<file path="config.mk">
export PLATFORM = sky130hd
export DESIGN_NAME = instr_fetch_unit
export DESIGN_NICKNAME = d
export VERILOG_FILES = /design/src/rtl/instr_fetch_unit.sv
export SDC_FILE = /design/constraint.sdc
export NUM_CORES = 1
export LEC_CHECK = 0
export CAP_MARGIN = 20
export CORE_MARGIN = 2
export CORE_UTILIZATION = 57
export DETAILED_ROUTE_END_ITERATION = 8
export GPL_TIMING_DRIVEN = 0
export MAX_ROUTING_LAYER = met4
export PLACE_DENSITY = 0.88
export SETUP_SLACK_MARGIN = 0.2
export SLEW_MARGIN = 5
export SYNTH_ARGS = -nofsm -noshare
export SYNTH_HDL_FRONTEND = slang
export SYNTH_SLANG_ARGS = --single-unit
</file>
<file path="constraint.sdc">
create_clock -name clk -period 9.2 [get_ports clk]
set_input_delay 2.3 -clock clk [delete_from_list [all_inputs] [get_ports clk]]
set_output_delay 2.3 -clock clk [all_outputs]
set_load 0.01 [all_outputs]
</file>
<file path="src/rtl/instr_fetch_unit.sv">
// Instruction fetch stage: PC sequencing, credit-limited instruction memory reads
// and an in-order {pc, word} buffer presented to the decoder; redirects flush it.
module instr_fetch_unit #(
   parameter int unsigned FIFO_DEPTH = 4,
   parameter logic [31:0] RESET_PC   = 32'h0000_0000
) (
   input  logic        clk,
   input  logic        rst,
   output logic        imem_req,
   output logic [31:0] imem_addr,
   input  logic        imem_rvalid,
   input  logic [31:0] imem_rdata,
   input  logic        redirect_valid,
   input  logic [31:0] redirect_pc,
   output logic        instr_valid,
   output logic [31:0] instruction,
   output logic [31:0] instr_pc,
   input  logic        instr_ready
);

   localparam int unsigned XW = 32;
   localparam int unsigned PW = $clog2(FIFO_DEPTH);
   localparam int unsigned CW = $clog2(FIFO_DEPTH + 1);
   localparam int unsigned SW = CW + 1;

   typedef enum logic {BOOT, RUN} state_t;

   state_t        state_q, state_d;
   logic [XW-1:0] pc_q;
   logic [CW-1:0] outstanding_q;
   logic [CW-1:0] drop_q;
   logic [CW-1:0] count_q;
   logic [PW-1:0] wr_ptr_q, rd_ptr_q;
   logic [PW-1:0] tag_wr_q, tag_rd_q;
   logic [XW-1:0] fifo_pc_q   [FIFO_DEPTH];
   logic [XW-1:0] fifo_word_q [FIFO_DEPTH];
   logic [XW-1:0] tag_q       [FIFO_DEPTH];
   logic          credit_ok;
   logic          rvalid_ok;
   logic          push;
   logic          pop;
   logic          unused_redirect_lsb;

   always_ff @(posedge clk) begin
      if (rst) state_q <= BOOT;
      else     state_q <= state_d;
   end

   // Requests only in RUN, never during a redirect, and only while a buffer slot is unclaimed.
   always_comb begin
      state_d   = state_q;
      imem_req  = 1'b0;
      credit_ok = (SW'(outstanding_q) + SW'(count_q)) < SW'(FIFO_DEPTH);
      case (state_q)
         BOOT:    state_d = RUN;
         RUN:     imem_req = !rst && !redirect_valid && credit_ok;
         default: state_d = BOOT;
      endcase
   end

   assign imem_addr           = pc_q;
   assign rvalid_ok           = imem_rvalid && (outstanding_q != '0);
   assign push                = rvalid_ok && (drop_q == '0) && !redirect_valid;
   assign pop                 = instr_valid && instr_ready && !redirect_valid;
   assign instr_valid         = (count_q != '0);
   assign instruction         = fifo_word_q[rd_ptr_q];
   assign instr_pc            = fifo_pc_q[rd_ptr_q];
   assign unused_redirect_lsb = ^redirect_pc[1:0];

   // PC tags of in-flight requests; stale responses still consume their tag.
   always_ff @(posedge clk) begin
      if (imem_req) tag_q[tag_wr_q] <= pc_q;
   end

   always_ff @(posedge clk) begin
      if (rst) begin
         pc_q          <= RESET_PC;
         outstanding_q <= '0;
         drop_q        <= '0;
         count_q       <= '0;
         wr_ptr_q      <= '0;
         rd_ptr_q      <= '0;
         tag_wr_q      <= '0;
         tag_rd_q      <= '0;
         for (int unsigned i = 0; i < FIFO_DEPTH; i++) begin
            fifo_pc_q[i]   <= '0;
            fifo_word_q[i] <= '0;
         end
      end else begin
         if (redirect_valid) pc_q <= {redirect_pc[31:2], 2'b00};
         else if (imem_req)  pc_q <= pc_q + 32'd4;

         outstanding_q <= outstanding_q + CW'(imem_req) - CW'(rvalid_ok);

         if (imem_req)  tag_wr_q <= tag_wr_q + PW'(1);
         if (rvalid_ok) tag_rd_q <= tag_rd_q + PW'(1);

         // Everything still in flight at a redirect is stale.
         if (redirect_valid)                 drop_q <= outstanding_q - CW'(rvalid_ok);
         else if (rvalid_ok && drop_q != '0) drop_q <= drop_q - CW'(1);

         if (push) begin
            fifo_pc_q[wr_ptr_q]   <= tag_q[tag_rd_q];
            fifo_word_q[wr_ptr_q] <= imem_rdata;
            wr_ptr_q              <= wr_ptr_q + PW'(1);
         end

         if (redirect_valid) begin
            count_q  <= '0;
            rd_ptr_q <= wr_ptr_q;
         end else begin
            if (pop) rd_ptr_q <= rd_ptr_q + PW'(1);
            count_q <= count_q + CW'(push) - CW'(pop);
         end
      end
   end

   // Responses to requests issued before a reset may still drain during BOOT.
   a_rvalid_has_request: assert property (@(posedge clk) disable iff (rst)
      (imem_rvalid && state_q == RUN) |-> (outstanding_q != '0));

endmodule

</file>
Word level (Yosys, flattened, before mapping):

Memories as Yosys holds them, arrays and structs flattened. A register that Yosys moved wholly into a read port is not among the register bits.
Index checks and enable logic that the tools add are counted.

* bits in registers: 50
* bits in latches: 0
* memory bits (writable): 384
* bits in read-only memories: 0
* output and inout bits: 98
* logic and storage cells: 73
* memories: 3

* $add $sub $neg: 12
* multiply operators: 0
* div/mod/pow operators: 0
* $lt $le $gt $ge: 1
* equal/unequal tests: 0
* shift-type cells: 0
* mux-type cells: 27
* bitwise logic cells: 0
* reductions and logical operators: 20

Memory list
* fifo_pc_q: depth 4, bits a word 32, rd ports 1, clocked after memory_dff 1, wr ports 4, RTL line 35 `logic [XW-1:0] fifo_pc_q [FIFO_DEPTH];`
* fifo_word_q: depth 4, bits a word 32, rd ports 1, clocked after memory_dff 1, wr ports 4, RTL line 36 `logic [XW-1:0] fifo_word_q [FIFO_DEPTH];`
* tag_q: depth 4, bits a word 32, rd ports 1, clocked after memory_dff 1, wr ports 1, RTL line 37 `logic [XW-1:0] tag_q [FIFO_DEPTH];`

Operators by type and width (count)
* 2-to-1 mux 32 bit: 4
* OR reduction 32 bit: 2
* adder 32 x 3 -> 32 bit (second input constant): 1
* 2-to-1 mux 2 bit: 10
* 2-to-1 mux 1 bit: 11
* nonzero test 3 bit: 3
* subtractor 3 x 1 -> 3 bit: 3
* adder 2 x 1 -> 2 bit (second input constant): 4
* logical AND 1 bit: 8
* adder 3 x 1 -> 3 bit: 2
* 2-to-1 mux 3 bit: 2
* nonzero test 2 bit: 3
* adder 3 x 3 -> 4 bit: 1
* < comparator 4 x 3 -> 1 bit (second input constant): 1
* zero test 3 bit: 1
* subtractor 3 x 1 -> 3 bit (second input constant): 1
* zero test 1 bit: 2
* OR reduction 2 bit: 1

Depth between registers and ports, before layout:

* word-level depth: 9
* mapped depth: 14
* gate-level depth less buffers: 13

Worst setup path after synthesis:

No wires, ideal clock.

* path kind: input port to flip-flop
* start: input imem_rvalid
* end: memory fifo_pc_q[3][10], enable pin
* data arrival time: 7411 ps
* required time: 8632 ps
* slack: 1221 ps
* stages: 5
* cell sequence: o31ai_1 -> nor3_1 -> clkbuf_1 -> nand2_1 -> o21ai_0

RTL lines
* from (decl): RTL line 11 `input logic imem_rvalid,`
* to (decl): RTL line 35

Final worst setup path:

* start: input redirect_valid
* end: output imem_req

* longest elaborated chain between the ends: 4

RTL lines
* from (decl): RTL line 13 `input logic redirect_valid,`
* zero test 1 bit: RTL line 56 `RUN: imem_req = !rst && !redirect_valid && credit_ok;`
* logical AND 1 bit (2 in series): RTL line 56
* 2-to-1 mux 1 bit: RTL line 54 `case (state_q)`
* to (decl): RTL line 9 `output logic imem_req,`

Every way passes these cells.

==> impl_metrics.csv <==
group,metric,value,unit
pwr,p_switching,1.12,mW
pwr,p_per_area,215,nW/µm²
cts,post_cts_resize_count,0,
die,die_area,32900,µm²
die,die_w,181,µm
worst_setup_path,cp.arrival,4.61,ns
sta,setup_violations,0,
sta,period_share,75.1,%
sta,tightest_slew,0.932,ns
yosys,ys_ff_latch,420,
yosys,seq_area_frac_synth,67.5,%
pwr,power_frac_comb,15.3,%
yosys,synth.avg_cell_area,16.2,µm²
cts,cts_setup_buffers,0,
global_route,antenna_found_initial,0,
cts,cts_inserted_buffers,41,
yosys,synthTopCellsByArea,"edfxtp_1 (62%), mux4_2 (12%), and2_1 (6.9%)",
placement,portBuffers,159,
yosys,ys_warn_count,0,
pwr,p_seq_share,48.5,%
global_route,grtUsageMet2,41.4,%
worst_setup_path,crit_type,"in -> out",
sta,setup_tns,0,ns
yosys,synth_most_common_cell,"edfxtp_1",
cts,clockBufferDepth,3,
detailed_routing,drtPass1Iterations,5,
hold_path,hold_class,"reg -> reg",
yosys,synthesis.area,17900,µm²
yosys,ys_async_sr_fraction,0,%
global_route,use_met3,3.53,%
worst_setup_path,path_max_fanout,10,
global_route,grt_pass1_vias,10900,
global_route,met1_usage,33.1,%
cts,cts_tree,"done",
sta,slew_headroom,37.8,%
cells_and_area,drive_above_1_share,15.3,%
sta,max_freq,0.145,GHz
worst_setup_path,cp-end-kind,"output pin",
sta,timing.final.ws_setup,2.29,ns
detailed_routing,routed_via_density,6.03,
sta,final_max_slew_viol_count,0,
yosys,yosys.area.top_type,"edfxtp_1",
cells_and_area,utilization,70.2,%
detailed_routing,wire_per_inst,22.9,µm
cts,cts_root_buf,"clkbuf_16",
cts,clkSlewWorstSetupHoldPaths,0.06,ns
die,core_area,30700,µm²
pwr,intPower,3.53,mW
cts,insertion_delay,0.54,ns
pwr,finalPower,4.64,mW
sta,hold_violations,0,
cts,postCtsHoldBufs,0,
pwr,p_sw_share,24.1,%
detailed_routing,drtAntennaViolNets,0,
sta,hold_slack,0.506,ns
global_route,grt.overflow.total,0,
placement,place.gp.congestion,0.898,
pwr,p_clk_share,36.2,%
sta,fin_crit,6.91,ns
global_route,grt_pass1_wl,61200,µm
cts,h-tree-depth,2,
detailed_routing,drt_wl_total,39800,µm
run_status,status,"finished, final reports clean",
flow_run,drv_cap,0,
global_route,busiest_layer,"met2",
placement,post-dp-hpwl,26000,µm
pwr,vdd_ir_drop_max,0.140,mV
global_route,grt_max_degree,55,
cells_and_area,fillers,1909,
cells_and_area,num-nets-final,1402,
cts,cts.sinks,420,
yosys,synth_edf_count,368,
yosys,synth_cells,1104,
die,initial_core_util,58.3,%
pwr,p_leak,7.68,nW
worst_setup_path,cp-start-kind,"input pin",
sta,clock_skew,0.0226,ns
yosys,synth_ff_type,"edfxtp_1",
detailed_routing,drc,0,
yosys,synthDominantCellAreaShare,61.6,%
detailed_routing,first_iter_violations,1151,
die,std_cell_rows,64,
sta,rsz0062_at_grt,"no",
die,io_pins,167,
placement,dpl_worst_slack,2.34,ns
yosys,synth_common_cells,"edfxtp_1 (368), and2_1 (199), mux4_2 (92)",
worst_setup_path,worstPathRequired,6.90,ns
die,die_h,181,µm
cells_and_area,areaGrowthSynthToFinish,20.4,%
cells_and_area,antenna_cells,0,
yosys,ys_types,57,
global_route,grt_usage,25.2,%
detailed_routing,vias,10500,
-- metal layers --
| metal | vias up | part of all wire (%) |
|---|---|---|
| met3 | 95 | 8.0 |
| met1 | 5214 | 39 |
| met4 | 0 | 2.6 |
| li1 | 4610 | - |
| met2 | 572 | 50 |
| met5 | - | 0 |
-- stage by stage --
step                instances  instance area [µm²]
floorplan                1107                17900
global placement         1662                20000
detailed placement       1669                20200
CTS                      1740                21600
global route             1740                21600
finish                   1740                21600
-- cells by family after synthesis --
family / count (synthesis) / synth area share (%)
muxes: 93 / 11.6
adders and majority gates: 17 / 1.27
buffers and inverters: 95 / 2.43
and+or+nand+nor: 385 / 13.3
AOI/OAI and AO/OA: 59 / 2.21
DFF: 420 / 67.5
other: 1 / 0.0209
xor gates and xnor gates: 34 / 1.66
-- path summary, 6_finish.rpt --
check,start,to,slack (ns),depth (start not counted)
worst max-delay path,redirect_valid,imem_req,2.29,5
worst min-delay path,tag_wr_q[1]$_SDFFE_PP0P_,tag_wr_q[1]$_SDFFE_PP0P_,0.51,2
worst max register to register,drop_q[0]$_SDFFE_PP0P_,fifo_word_q[2][4]$_SDFFCE_PN0P_,5.50,9
worst min register to register,tag_wr_q[1]$_SDFFE_PP0P_,tag_wr_q[1]$_SDFFE_PP0P_,0.51,2
-- registers in the layout, summed over array words and instances, names as in the netlist, named ones only --
signal         count
imem_addr         30
tag_wr_q           2
fifo_pc_q        120
outstanding_q      3
count_q            3
state_q            1
fifo_word_q      128
rd_ptr_q           2
tag_q            120
drop_q             3
wr_ptr_q           2
tag_rd_q           2
-- cell usage in the layout (no fill, tap or decap), types with 15 or more instances in the layout --
master	instances
and3_1	62
nor2_1	33
clkdlybuf4s50_1	159
clkbuf_1	54
clkbuf_16	41
xnor2_1	30
edfxtp_1	368
ha_1	15
inv_1	24
mux4_2	92
nand2_1	29
and2_1	195
dfxtp_1	52
-- worst max-delay path: stages --
cell and delay [ns]:
clkdlybuf4s50_1 0.51, nor2_1 0.55, nand3_2 0.35, inv_1 0.29
clkdlybuf4s50_1 0.60
-- area by class of cell --
class                      instances  area (µm²)  share of cell area [%]
sequential                       420       12100                    56.0
multi-input combinational        592        5440                    25.2
timing repair buffer             166        1770                    8.20
clock buffer                      51        1100                    5.11
tap                              396         495                    2.30
buffer                            69         338                    1.57
clock inverter                    20         238                    1.10
inverter                          26        97.6                   0.452
-- power by group through the flow --
stage	combinational, mW	sequential [mW]	clock [mW]
after floorplan	0.426	2.28	0
after global placement	0.676	2.29	0
after detailed placement	0.709	2.29	0
after CTS	0.712	2.25	1.69
after global routing	0.765	2.26	1.76
final	0.709	2.25	1.68
Power figures use the tool's default switching activity.
